--- config.mk ---
export PLATFORM = sky130hd
export DESIGN_NAME = frv_wb_arb
export DESIGN_NICKNAME = d
export VERILOG_FILES = /design/src/rtl/frv_arb_pkg.sv /design/src/rtl/frv_arb_wdog.sv /design/src/rtl/frv_wb_arb.sv
export SDC_FILE = /design/constraint.sdc
export NUM_CORES = 1
export LEC_CHECK = 0
export CORE_AREA = 2 2 109 111
export CTS_BUF_LIST = sky130_fd_sc_hd__clkbuf_8
export DETAILED_ROUTE_END_ITERATION = 7
export DIE_AREA = 0 0 111 113
export PLACE_DENSITY_LB_ADDON = 0.08
export SYNTH_ARGS = -nofsm -noshare
export SYNTH_HDL_FRONTEND = slang
export SYNTH_HIERARCHICAL = 1
export SYNTH_SLANG_ARGS = --single-unit
--- constraint.sdc ---
create_clock -name clk_i -period 3.1 [get_ports clk_i]
set_clock_uncertainty 0.2 [all_clocks]
set_input_delay 0.62 -clock clk_i [delete_from_list [all_inputs] [get_ports clk_i]]
set_output_delay 0.62 -clock clk_i [all_outputs]
set_load 0.1 [all_outputs]
--- src/rtl/frv_arb_pkg.sv ---
// frv_arb_pkg -- shared types and defaults for the frv_8 Wishbone arbiter.
//   arb_state_e : arbiter FSM state (IDLE, imem granted, dmem granted)
//   TO_DATA_DEF : read data handed back to a requester whose transfer timed out
package frv_arb_pkg;

    typedef enum logic [1:0] {
        IDLE  = 2'd0,
        GNT_I = 2'd1,
        GNT_D = 2'd2
    } arb_state_e;

    localparam logic [31:0] TO_DATA_DEF = 32'hDEAD_BEEF;

endpackage

--- src/rtl/frv_arb_wdog.sv ---
// frv_arb_wdog -- per-transfer watchdog counter.
//   clk_i, rst_i : clock, async active-high reset
//   clr_i        : hold the counter at zero (arbiter idle)
//   en_i         : count one granted cycle without acknowledge
//   exp_o        : counter sits on its last allowed cycle (TIMEOUT-1);
//                  constant 0 when TIMEOUT == 0
module frv_arb_wdog #(
    parameter int TIMEOUT = 255,
    parameter int CNT_W   = 8
) (
    input  logic clk_i,
    input  logic rst_i,
    input  logic clr_i,
    input  logic en_i,
    output logic exp_o
);

    localparam logic [CNT_W-1:0] LAST = (TIMEOUT > 0) ? CNT_W'(TIMEOUT - 1) : '0;

    logic [CNT_W-1:0] cnt_q, cnt_d;

    always_comb begin
        cnt_d = cnt_q;
        if (clr_i)     cnt_d = '0;
        else if (en_i) cnt_d = cnt_q + 1'b1;
    end

    always_ff @(posedge clk_i or posedge rst_i) begin
        if (rst_i) cnt_q <= '0;
        else       cnt_q <= cnt_d;
    end

    assign exp_o = (TIMEOUT > 0) && (cnt_q == LAST);

endmodule

--- src/rtl/frv_wb_arb.sv ---
// frv_wb_arb -- shares one Wishbone-classic port between the frv_8 imem and
// dmem buses. Round-robin on ties, registered grant, per-transfer watchdog.
//   clk_i, rst_i        : clock, async active-high reset
//   i_*                 : imem slave side (read only)
//   d_*                 : dmem slave side (read/write, byte enables)
//   m_*                 : shared master port towards SRAM/peripherals
//   to_o                : one-cycle pulse when the watchdog ends a transfer
//   busy_o              : a grant is held
module frv_wb_arb
    import frv_arb_pkg::*;
#(
    parameter int          TIMEOUT = 255,
    parameter logic [31:0] TO_DATA = TO_DATA_DEF,
    parameter int          CNT_W   = 8
) (
    input  logic        clk_i,
    input  logic        rst_i,
    input  logic        i_cyc_i,
    input  logic        i_stb_i,
    input  logic [31:0] i_adr_i,
    output logic [31:0] i_dat_o,
    output logic        i_ack_o,
    input  logic        d_cyc_i,
    input  logic        d_stb_i,
    input  logic        d_we_i,
    input  logic [3:0]  d_be_i,
    input  logic [31:0] d_adr_i,
    input  logic [31:0] d_dat_i,
    output logic [31:0] d_dat_o,
    output logic        d_ack_o,
    output logic        m_cyc_o,
    output logic        m_stb_o,
    output logic        m_we_o,
    output logic [3:0]  m_be_o,
    output logic [31:0] m_adr_o,
    output logic [31:0] m_dat_o,
    input  logic [31:0] m_dat_i,
    input  logic        m_ack_i,
    output logic        to_o,
    output logic        busy_o
);

    arb_state_e state_q, state_d;
    logic       last_d_q, last_d_d;
    logic       req_i, req_d, sel_cyc, wd_exp, tmo;

    assign req_i  = i_cyc_i & i_stb_i;
    assign req_d  = d_cyc_i & d_stb_i;
    assign busy_o = (state_q != IDLE);

    // cyc of whichever side currently owns the port; dropping it aborts
    assign sel_cyc = (state_q == GNT_I) ? i_cyc_i :
                     (state_q == GNT_D) ? d_cyc_i : 1'b0;

    // A real ack in the last watchdog cycle wins over the timeout
    assign tmo = wd_exp & busy_o & sel_cyc & ~m_ack_i;

    frv_arb_wdog #(
        .TIMEOUT (TIMEOUT),
        .CNT_W   (CNT_W)
    ) u_wdog (
        .clk_i (clk_i),
        .rst_i (rst_i),
        .clr_i (~busy_o),
        .en_i  (busy_o & ~m_ack_i),
        .exp_o (wd_exp)
    );

    always_ff @(posedge clk_i or posedge rst_i) begin
        if (rst_i) begin
            state_q  <= IDLE;
            last_d_q <= 1'b0;
        end else begin
            state_q  <= state_d;
            last_d_q <= last_d_d;
        end
    end

    // Next state: a grant is only taken from IDLE, so every transfer is
    // followed by at least one idle cycle.
    always_comb begin
        state_d  = state_q;
        last_d_d = last_d_q;
        case (state_q)
            IDLE: begin
                if (req_d && (!req_i || !last_d_q)) begin
                    state_d  = GNT_D;
                    last_d_d = 1'b1;
                end else if (req_i) begin
                    state_d  = GNT_I;
                    last_d_d = 1'b0;
                end
            end
            GNT_I, GNT_D: begin
                if (m_ack_i || !sel_cyc || tmo) state_d = IDLE;
            end
            default: state_d = IDLE;
        endcase
    end

    // Port mux and ack/data routing
    always_comb begin
        m_cyc_o = 1'b0;
        m_stb_o = 1'b0;
        m_we_o  = 1'b0;
        m_be_o  = 4'h0;
        m_adr_o = '0;
        m_dat_o = '0;
        i_ack_o = 1'b0;
        i_dat_o = '0;
        d_ack_o = 1'b0;
        d_dat_o = '0;
        to_o    = tmo;
        case (state_q)
            GNT_I: begin
                m_cyc_o = i_cyc_i;
                m_stb_o = i_stb_i;
                m_be_o  = 4'hF;
                m_adr_o = i_adr_i;
                i_ack_o = m_ack_i | tmo;
                i_dat_o = tmo ? TO_DATA : m_dat_i;
            end
            GNT_D: begin
                m_cyc_o = d_cyc_i;
                m_stb_o = d_stb_i;
                m_we_o  = d_we_i;
                m_be_o  = d_be_i;
                m_adr_o = d_adr_i;
                m_dat_o = d_dat_i;
                d_ack_o = m_ack_i | tmo;
                d_dat_o = tmo ? TO_DATA : m_dat_i;
            end
            default: ;
        endcase
    end

endmodule

==> flow_metrics.env <==
export IMPL_p_leak_nw=2.71
export IMPL_ys_top_cells_by_count="nand2_1, nor2_1, and2_1"
export IMPL_insertion_delay_ns=0.24
export IMPL_dieArea_um2=12500
export IMPL_clockBufferDepth=2
export IMPL_core_um2=11300
export IMPL_vias=3251
export IMPL_ant_nets=0
export IMPL_hpwlAfterDp_um=11000
export IMPL_numCtsBuffers=3
export IMPL_critical_path_max_fanout=12
export IMPL_die_h_um=113
export IMPL_cp_required_ns=2.28
export IMPL_pin_count=279
export IMPL_pre_cts_slack_ns=-0.0186
export IMPL_synth_top_area_share_pct=14.2
export IMPL_setup_viol=0
export IMPL_start_util_pct=17.2
export IMPL_power_frac_seq_pct=2.8
export IMPL_cp_start_kind="primary input"
export IMPL_detail_route_vias_per_cell=4.48
export IMPL_max_cap_viol_count=0
export IMPL_cts_max_level=1
export IMPL_cts_tree="done"
export IMPL_async_reset_ff_share_pct=100
export IMPL_synth_edff_count=0
export IMPL_swShare_pct=64.8
export IMPL_synthTopCellsByArea="dfrtp_1, and2_1, a22oi_1, nand2_1, o21a_1"
export IMPL_final_area_um2=6570
export IMPL_fin_nets=728
export IMPL_r2r_slack_ns=0.92
export IMPL_synth_seq_cells=11
export IMPL_highest_layer="met4"
export IMPL_drc=0
export IMPL_fin_crit_sh_pct=98.4
export IMPL_root_buffer="clkbuf_8"
export IMPL_place_area_um2=6440
export IMPL_status="finished clean"
export IMPL_wl_met2_um=6940
export IMPL_combPwrFrac_pct=95.2
export IMPL_drt_iter0_drc=132
export IMPL_switchingPower_mw=4.70
export IMPL_pwr_density_cell_nw_per_um2=1100
export IMPL_clock_sinks=11
export IMPL_ir_worst_vdd_uv=592
export IMPL_grt_pass1_vias=3351
export IMPL_ys_flop_type="dfrtp_1"
export IMPL_crit_type="in2out"
export IMPL_total_power_mw=7.25
export IMPL_clkPwrFrac_pct=2.0
export IMPL_ys_seq_area_share_pct=14.2
export IMPL_fin_crit_ns=3.05
export IMPL_nFillCells=997
export IMPL_tightest_slew_ns=0.418
export IMPL_syn_mean_instance_area_um2=6.33
export IMPL_antenna_found_initial=0
export IMPL_crit_arrival_ns=2.23
export IMPL_diodes=0
export IMPL_dr_wl_met3_um=1200
export IMPL_layout_setup_ws_ns=0.0498
export IMPL_first_pass_iters=4
export IMPL_gr_total_overflow=0
export IMPL_hold_path_class="reg2reg"
export IMPL_hold_buffers=0
export IMPL_wl_met1_um=4900
export IMPL_syn_nets=452
export IMPL_grt_util_all_layers_pct=20.1
export IMPL_drive_gt1_share_pct=38.1
export IMPL_hold_viol_final=0
export IMPL_wl_per_cell_um=18.2
export IMPL_rows=39
export IMPL_yosysUniqueCellTypes=34
export IMPL_synthToLayoutAreaGrowth_pct=238
export IMPL_gp_congestion=0.878
export IMPL_postSynthCellCount=307
export IMPL_synth_most_common_cell="nand2_1"
export IMPL_end_kind="primary output"
export IMPL_slew_violations=0
export IMPL_netlist_area_um2=1940
export IMPL_grt_pass1_wl_um=19900
export IMPL_synth_top_area_cell="dfrtp_1"
export IMPL_totalWireLength_um=13200
export IMPL_max_slew_margin_pct=72.2
export IMPL_fmax_mhz=328
export IMPL_clkTransAtPathRegs_ns=0.05
export IMPL_port_buffers=278
export IMPL_yosys_warnings=6
export IMPL_grt_max_degree=105
export IMPL_fp_dieW_um=111
export IMPL_intPower_mw=2.55
-- worst max-delay path: stages --
cell and delay (ns):
clkdlybuf4s50_1 0.51, nand3b_2 0.13, a211o_4 0.37, inv_4 0.09, clkbuf_16 0.17, o21a_1 0.16
buf_12 0.18
-- state kept, by name (all words and copies together), names as in the netlist --
signal and flops:
state_q 2, u_wdog/cnt_q 8, last_d_q 1
-- worst paths after layout --
kind	from	to	cells past startpoint
max	d_cyc_i	d_dat_o[7]	7
min	last_d_q$_DFFE_PP0P_	last_d_q$_DFFE_PP0P_	2
max reg2reg	state_q[0]$_DFFE_PP0P_	u_wdog/cnt_q[7]$_DFFE_PP0P_	7
min reg2reg	last_d_q$_DFFE_PP0P_	last_d_q$_DFFE_PP0P_	2
max in group asynchronous	rst_i	u_wdog/cnt_q[0]$_DFFE_PP0P_	2
min in group asynchronous	rst_i	last_d_q$_DFFE_PP0P_	2
-- per-layer routing --
layer | vias to the layer above | GRT usage, %
met3 | 9 | 6.64
li1 | 1596 | -
met1 | 1492 | 22.9
met4 | 0 | 2.42
met2 | 154 | 37.5
met5 | - | 0
-- timing repair --
| item | CTS | global route |
|---|---|---|
| pin swaps | 2 | 3 |
| buffers inserted | 1 | 2 |
| gates resized for setup | 3 | 6 |
| setup endpoints to repair | 36 | 75 |
| gates cloned | 0 | 1 |
-- layout by cell type, fill, tap and decap left out, types with 2 or more instances in the layout --
cell type        count
a21oi_1              9
nor2_2              35
buf_4               17
and3_1               8
a22oi_1             33
o21a_1              15
nor2_1               9
nand2b_1             2
nor2b_1              3
nand4_1              5
ha_1                 3
nand3_1              6
dfrtp_2              2
o21a_2               9
dfrtp_1              9
o21ai_0              3
and2_1              42
xor2_1               3
buf_12             141
or3_1                2
clkdlybuf4s50_1    139
clkbuf_8             3
inv_1                7
nand2_1             55
-- power groups by stage --
stage | logic [mW] | clock network (mW) | registers [mW]
6_report | 6.90 | 0.146 | 0.205
5_1_grt | 7.13 | 0.159 | 0.210
4_1_cts | 6.94 | 0.152 | 0.211
3_5_place_dp | 6.92 | 0 | 0.212
3_3_place_gp | 6.89 | 0 | 0.207
2_1_floorplan | 4.32 | 0 | 0.199
-- cell families after synthesis --
group,Yosys count,share of synthesized area (%)
xor gates and xnor gates,4,1.80
and+or+nand+nor,172,43.1
adders and majority gates,5,3.22
DFF,11,14.2
buffers and inverters,37,8.12
AOI/OAI and AO/OA,78,29.6
-- area by class of cell --
| cell class | count | area [um2] | area share, % |
|---|---|---|---|
| clock buffer | 3 | 41.3 | 0.628 |
| clock inverter | 1 | 5.00 | 0.0761 |
| inverter | 9 | 36.3 | 0.552 |
| tap | 143 | 179 | 2.72 |
| timing repair buffer | 299 | 4380 | 66.7 |
| sequential | 11 | 278 | 4.23 |
| multi-input combinational | 259 | 1650 | 25.1 |
-- per-stage QoR --
step / cells / util (%) / hold slack (ns) / setup TNS, ns
6_report: 725 / 58.3 / 0.315 / 0
5_1_grt: 725 / 58.3 / 0.373 / -0.0509
4_1_cts: 722 / 57.7 / 0.315 / 0
3_5_place_dp: 717 / 57.2 / 0.304 / -0.0186
3_3_place_gp: 717 / 57.2 / 0.293 / 0
2_1_floorplan: 307 / - / 0.174 / -0.798
Note: power is estimated with default switching activity, not from simulation.
